==> src/rtl/riscv_pkg.sv <==
// Shared front-end definitions: address/data widths, fetch FSM encoding and
// the prefetch queue entry layout.
package riscv_pkg;

    localparam int ADDR_W = 13;
    localparam int XLEN   = 32;

    typedef enum logic {
        FETCH = 1'b0,
        HOLD  = 1'b1
    } fetch_state_e;

    typedef struct packed {
        logic [XLEN-1:0]   data;
        logic [ADDR_W-1:0] pc;
    } fetch_entry_t;

    function automatic logic [ADDR_W-1:0] word_align(input logic [ADDR_W-1:0] addr);
        return {addr[ADDR_W-1:2], 2'b00};
    endfunction

endpackage

==> src/rtl/ifetch_sync_fifo.sv <==
// Single-clock FIFO with synchronous flush; the head word is visible on rdata
// with no read latency.
module sync_fifo #(
    parameter  int WIDTH = 45,
    parameter  int DEPTH = 4,
    localparam int AW    = $clog2(DEPTH),
    localparam int CW    = AW + 1
) (
    input  logic             clk,
    input  logic             rst,
    input  logic             push,
    input  logic             pop,
    input  logic             flush,
    input  logic [WIDTH-1:0] wdata,
    output logic [WIDTH-1:0] rdata,
    output logic [CW-1:0]    count,
    output logic             full,
    output logic             empty
);

    logic [WIDTH-1:0] mem_q [DEPTH];
    logic [AW-1:0]    rd_ptr_q, rd_ptr_d;
    logic [AW-1:0]    wr_ptr_q, wr_ptr_d;
    logic [CW-1:0]    count_q, count_d;
    logic             do_push, do_pop;

    always_comb begin
        do_pop   = pop && (count_q != '0);
        do_push  = push && ((count_q != CW'(DEPTH)) || do_pop);
        rd_ptr_d = rd_ptr_q;
        wr_ptr_d = wr_ptr_q;
        count_d  = count_q;
        if (flush) begin
            rd_ptr_d = '0;
            wr_ptr_d = '0;
            count_d  = '0;
        end else begin
            if (do_push) wr_ptr_d = wr_ptr_q + AW'(1);
            if (do_pop)  rd_ptr_d = rd_ptr_q + AW'(1);
            count_d = count_q + CW'(do_push) - CW'(do_pop);
        end
    end

    always_ff @(posedge clk or posedge rst) begin
        if (rst) begin
            rd_ptr_q <= '0;
            wr_ptr_q <= '0;
            count_q  <= '0;
        end else begin
            rd_ptr_q <= rd_ptr_d;
            wr_ptr_q <= wr_ptr_d;
            count_q  <= count_d;
        end
    end

    // Storage needs no reset: count gates every use of it.
    always_ff @(posedge clk) begin
        if (do_push && !flush) mem_q[wr_ptr_q] <= wdata;
    end

    assign rdata = mem_q[rd_ptr_q];
    assign count = count_q;
    assign full  = (count_q == CW'(DEPTH));
    assign empty = (count_q == '0);

endmodule

==> src/rtl/ifetch.sv <==
// Instruction prefetcher: streams sequential words from a 1-cycle memory into
// a small queue, with redirect flushing and in-flight response discard.
module ifetch
    import riscv_pkg::*;
#(
    parameter int                FIFO_DEPTH = 4,
    parameter logic [ADDR_W-1:0] RESET_PC   = 13'h0000
) (
    input  logic              clk,
    input  logic              rst,
    output logic              mem_rd_en,
    output logic [ADDR_W-1:0] mem_addr,
    input  logic [XLEN-1:0]   mem_rd_data,
    input  logic              mem_rd_valid,
    input  logic              redir_valid,
    input  logic [ADDR_W-1:0] redir_pc,
    output logic              inst_valid,
    input  logic              inst_ready,
    output logic [XLEN-1:0]   inst_data,
    output logic [ADDR_W-1:0] inst_pc
);

    localparam int CW = $clog2(FIFO_DEPTH) + 1;

    fetch_state_e      state_q, state_d;
    logic [ADDR_W-1:0] fpc_q, fpc_d;
    logic [ADDR_W-1:0] rd_addr_q, rd_addr_d;
    logic              in_flight_q, in_flight_d;
    logic              discard_q, discard_d;
    logic              issue, push, pop;
    logic [5:0]        outstanding, next_outstanding;
    logic [CW-1:0]     count;
    logic              full, empty;
    fetch_entry_t      wr_entry, head;

    // Outstanding = queued words plus the read still in flight; a read is only
    // issued when its response is guaranteed a slot.
    always_comb begin
        outstanding      = 6'(count) + 6'(in_flight_q);
        issue            = !rst && (state_q == FETCH) && !redir_valid
                           && ((outstanding + 6'd1) <= 6'(FIFO_DEPTH));
        push             = mem_rd_valid && in_flight_q && !discard_q && !redir_valid;
        pop              = !empty && inst_ready;
        next_outstanding = 6'(count) + 6'(push) - 6'(pop) + 6'(issue);

        state_d     = state_q;
        fpc_d       = fpc_q;
        rd_addr_d   = rd_addr_q;
        in_flight_d = issue;
        discard_d   = 1'b0;

        if (redir_valid) begin
            state_d   = FETCH;
            fpc_d     = word_align(redir_pc);
            discard_d = in_flight_q;
        end else begin
            state_d = (next_outstanding >= 6'(FIFO_DEPTH)) ? HOLD : FETCH;
            if (issue) begin
                fpc_d     = word_align(fpc_q) + ADDR_W'(4);
                rd_addr_d = word_align(fpc_q);
            end
        end
    end

    always_ff @(posedge clk or posedge rst) begin
        if (rst) begin
            state_q     <= FETCH;
            fpc_q       <= RESET_PC;
            rd_addr_q   <= '0;
            in_flight_q <= 1'b0;
            discard_q   <= 1'b0;
        end else begin
            state_q     <= state_d;
            fpc_q       <= fpc_d;
            rd_addr_q   <= rd_addr_d;
            in_flight_q <= in_flight_d;
            discard_q   <= discard_d;
        end
    end

    assign wr_entry = '{data: mem_rd_data, pc: rd_addr_q};

    sync_fifo #(
        .WIDTH ($bits(fetch_entry_t)),
        .DEPTH (FIFO_DEPTH)
    ) u_queue (
        .clk   (clk),
        .rst   (rst),
        .push  (push),
        .pop   (pop),
        .flush (redir_valid),
        .wdata (wr_entry),
        .rdata (head),
        .count (count),
        .full  (full),
        .empty (empty)
    );

    assign mem_rd_en  = issue;
    assign mem_addr   = issue ? word_align(fpc_q) : '0;
    assign inst_valid = !empty;
    assign inst_data  = empty ? '0 : head.data;
    assign inst_pc    = empty ? '0 : head.pc;

    a_no_overflow: assert property (@(posedge clk) disable iff (rst)
        !(push && full && !pop && !redir_valid));

endmodule

==> config.mk <==
export PLATFORM = sky130hd
export DESIGN_NAME = ifetch
export DESIGN_NICKNAME = d
export VERILOG_FILES = /design/src/rtl/riscv_pkg.sv /design/src/rtl/ifetch_sync_fifo.sv /design/src/rtl/ifetch.sv
export SDC_FILE = /design/constraint.sdc
export NUM_CORES = 1
export LEC_CHECK = 0
export CORE_MARGIN = 2
export CORE_UTILIZATION = 55
export DETAILED_ROUTE_END_ITERATION = 16
export MAX_ROUTING_LAYER = met4
export PLACE_DENSITY = 0.8
export SYNTH_ARGS = -nofsm -noshare
export SYNTH_HDL_FRONTEND = slang
export SYNTH_SLANG_ARGS = --single-unit
==> constraint.sdc <==
create_clock -name clk -period 3.5 [get_ports clk]
set_input_delay 0.7 -clock clk [delete_from_list [all_inputs] [get_ports clk]]
set_output_delay 0.7 -clock clk [all_outputs]
set_load 0.02 [all_outputs]
==> results by group <==
Floorplanning
  – Die area: 16,160 sq um
  – Floorplan core area: approximately 15,000 sq um
  – Initial Utilization: 0.5693
  – Die boundary width: ~130 um
  – Ports placed on the boundary: between 100 and 150
  – Rows: 44
  – Die outline height: between 100 and 150 um

Power and ir drop
  – Clock share of power: 0.280
  – Internal power contribution: ~5.3 mW
  – P per Cell Area: approximately 700 nW/um^2
  – Pleak: roughly 3.9 nW
  – Net switching power: just over 2 mW
  – Fraction of power spent switching nets: 0.2829
  – Logic gate share of total power: 0.311
  – Maximum vdd drop: 0.3728 mV
  – Power share of the sequential group: 0.409

Global routing
  – Via count of the first global-routing pass: 4,676
  – M1 GR Usage: 0.2726
  – Total routing usage reported by global routing: 0.2018
  – Pin count of the biggest net entering global routing: 46
  – Global Route met3 Usage: 0.02848
  – Residual overflow from global routing: 0
  – Number of antenna violations at the first check in global routing: 0
  – Met2 Resource Use GR: 0.3349
  – Most utilized layer in the global route result: met2
  – Wire length of the first global-routing pass: 24,400 um

Timing
  – Worst-case setup margin in the final layout: about 0.24 ns
  – Transition time of the tightest slew-check pin: between 0.5 and 0.6 ns
  – Unrepaired setup endpoints after global routing: false
  – Achievable frequency: 306.6 MHz
  – Setup_tns: 0 ns
  – Worst slew margin relative to its limit: 0.6575
  – Number of hold violations in the final report: 0
  – Final setup violation count: 0
  – Post-Route Skew: 0.01496 ns
  – Count of pins over their slew limit: 0
  – Fin crit period: between 3 and 4 ns
  – Crit share post-route: 0.9317

Yosys
  – Synth Area in Simple Gates: 0.07234
  – Combinational family with the most area after synthesis: multiplexers
  – Average size of a mapped cell: 18.36 sq um
  – Number of warnings printed during yosys synthesis: 0
  – Syn Std Cell Area: 8337 sq um
  – Fraction of synthesized area in multiplexers: 0.1258
  – FFs w/ async S/R, synth: 0.1569
  – Number of enable-type register cells in the synthesized netlist: around 170
  – Share of the synthesized area in compound gates (AO/OA/AOI/OAI): 0.02897
  – Primary flip-flop cell chosen by synthesis mapping: sky130_fd_sc_hd__edfxtp_1
  – Number of distinct standard cells referenced by the synthesized netlist: 45
  – Cell count after synthesis: 454
  – Number of synthesized register bits: 204
  – Adder and majority cell fraction of the synthesized area: 0.02882
  – Sequential area share after synthesis: 0.7156
  – Xor/xnor cell area share of the yosys netlist: 0.007354

Layout
  – Most used cells in the layout excluding fill and tap cells: 172 x sky130_fd_sc_hd__edfxtp_1, 91 x sky130_fd_sc_hd__clkdlybuf4s50_1, 52 x sky130_fd_sc_hd__and2_1, 43 x sky130_fd_sc_hd__mux4_2, 30 x sky130_fd_sc_hd__dfrtp_1
  – Share of layout cells above drive strength 1: 0.2010
  – Area added between synthesis and finish: 25.65%
  – Leading cell type in the layout, fill and taps excluded: sky130_fd_sc_hd__edfxtp_1
  – Cell Count, Final, Fillers Out: 786
  – Final layout net count: 656
  – Antenna cells: 0

Flow run
  – Number of max-cap violations: 0

Clock network
  – Clock latency of the later-clocked register in the worst-skew pair: 0.48 ns
  – Clock sink count: 204
  – Buffer depth of the longest clock path: 3
  – CTS H-tree depth: 1
  – Number of buffers added by the clock tree synthesis step: 20
  – CTS tree: done
  – Clock tree root buffer cell: sky130_fd_sc_hd__clkbuf_16
  – Clock-pin slew reported for the worst setup and hold paths after clock tree synthesis: 0.06 ns

Worst setup path
  – Endpoint kind of the worst setup timing path: output pin
  – Kind of launch point of the worst setup path: flip-flop
  – Critical path data arrival time: 2.56 ns
  – Data required, critical path: 2.80 ns
  – CP Class: flip-flop to output pin
  – Maximum fanout along the worst path: 26
  – Slowest cell on the critical path: sky130_fd_sc_hd__dfrtp_1
  – Largest stage delay on the critical path: around 0.4 ns
  – Critical-path cell list: inv_1, ha_1, inv_1, ha_1, nor2b_1, o211ai_2, buf_4, nor2_1, dlygate4sd2_1

Placement
  – Placed Instances: 738
  – Setup Slack @ Placement: 0.2011 ns
  – Final HPWL from detailed placement: slightly below 10,000 um
  – Buffers added on ports: 103
  – Gpl congestion: 0.8640

Route
  – Vias after detailed routing: 4,517
  – Remaining routing DRC violations: 0
  – WL/cell: 20.46 um
  – Antenna Violating Nets Remaining: 0
  – Total wirelength of the detailed-routed design: 16,080 um
  – Number of iterations in the first detailed-routing pass: 5
  – Average vias per placed instance: 5.747
  – Number of violations reported at the end of detailed-routing iteration 0: 251

Outcome
  – Run status: finished, final reports clean

Hold path
  – Min-Delay Path Class: flip-flop to flip-flop
## sequential cells by signal (all words and copies together) (netlist names)
register / count
discard_q: 1
u_queue.rd_ptr_q: 2
u_queue.count: 3
u_queue.mem_q: 172
u_queue.wr_ptr_q: 2
fpc_q: 11
in_flight_q: 1
state_q: 1
rd_addr_q: 11
## stage by stage
step	total power, mW	hold slack [ns]	instance area [sq um]	utilization
6_report	7.321	0.5409	10480	0.7153
5_1_grt	7.640	0.5629	10480	0.7153
4_1_cts	7.259	0.5292	10340	0.7064
3_5_place_dp	5.216	0.5158	9708	0.6629
3_3_place_gp	5.151	0.4730	9708	0.6629
2_1_floorplan	4.330	0.4596	8348	-
## synth_stat cells (2+ instances only)
cell                       count  area [sq um]
sky130_fd_sc_hd__mux2i_1       2         20.02
sky130_fd_sc_hd__and3_1        2         12.51
sky130_fd_sc_hd__edfxtp_1    172          5165
sky130_fd_sc_hd__nor3_1        6         30.03
sky130_fd_sc_hd__inv_1        13         48.80
sky130_fd_sc_hd__buf_4         4         30.03
sky130_fd_sc_hd__a21o_1       11         82.58
sky130_fd_sc_hd__xor2_1        2         17.52
sky130_fd_sc_hd__o311ai_0      2         17.52
sky130_fd_sc_hd__mux4_2       43         968.4
sky130_fd_sc_hd__or4_1         2         15.01
sky130_fd_sc_hd__fa_1          2         40.04
sky130_fd_sc_hd__mux2_2        4         45.04
sky130_fd_sc_hd__ha_1         16         200.2
sky130_fd_sc_hd__nor2b_1       3         18.77
sky130_fd_sc_hd__clkbuf_1     15         56.30
sky130_fd_sc_hd__o211ai_1      2         15.01
sky130_fd_sc_hd__and2_1       56         350.3
sky130_fd_sc_hd__o21ai_0       4         20.02
sky130_fd_sc_hd__nor2_1        9         33.78
sky130_fd_sc_hd__a221o_1       5         50.05
sky130_fd_sc_hd__buf_2         6         30.03
sky130_fd_sc_hd__dfrtp_1      32         800.8
sky130_fd_sc_hd__xnor2_1       5         43.79
sky130_fd_sc_hd__nand2_1      11         41.29
sky130_fd_sc_hd__nand3_1       6         30.03
## per-layer routing
metal  vias to the layer above  part of all wire
met2                       139              0.51
met4                         0             0.013
met5                         -                 0
li1                       2020                 -
met1                      2339              0.43
met3                        19             0.052
## path summary, 6_finish.rpt
check	startpoint	end	slack (ns)	depth (start not counted)
worst max register to register	u_queue.count[1]	state_q	0.81	9
max in group asynchronous	rst	rd_addr_q[3]	2.28	3
worst min register to register	rd_addr_q[9]	u_queue.mem_q[3][7]	0.54	0
worst max-delay path	u_queue.count[0]	mem_addr[8]	0.24	9
worst min-delay path	rd_addr_q[9]	u_queue.mem_q[3][7]	0.54	0
min in group asynchronous	rst	state_q	0.56	2
## power by group through the flow
| stage | clock, mW | combinational, mW | sequential, mW |
|---|---|---|---|
| 2_1_floorplan | 0 | 1.36 | 2.97 |
| 3_3_place_gp | 0 | 2.08 | 3.07 |
| 3_5_place_dp | 0 | 2.12 | 3.09 |
| 4_1_cts | 2.08 | 2.13 | 3.04 |
| 5_1_grt | 2.18 | 2.45 | 3.01 |
| 6_report | 2.05 | 2.28 | 3.00 |
## final cells by class
| type | instances | area (sq um) |
|---|---|---|
| flip-flops and latches | 204 | 5971 |
| fillers | 891 | 4169 |
| repair buffers | 134 | 1365 |
| clock buffers | 27 | 568.0 |
| inverters | 15 | 58.81 |
| clock inverters | 9 | 67.56 |
| well taps | 184 | 230.2 |
| multi-input cells | 213 | 2215 |
## critical path, delay by kind of cell (launching register included)
kind / cells / cell delay [ns]
compound gates: 1 / 0.14
fa+ha+maj: 2 / 0.43
buf+inv: 4 / 0.76
flops: 1 / 0.40
simple gates: 2 / 0.36
## what timing repair did
action | in CTS | in global routing
resized for setup | 2 | 11
endpoints found under the setup margin | 3 | 18
buffers inserted | 0 | 12
hold buffers | 0 | 0
## logic make-up after synthesis
family                   count (synthesis)
AO/OA/AOI/OAI                           30
XOR/XNOR                                 7
adder cells (fa/ha/maj)                 18
buffers and inverters                   40
flip-flops                             204
multiplexers                            50
other                                    1
AND/OR/NAND/NOR                        104
No activity file was read; power rests on OpenSTA's default activity.
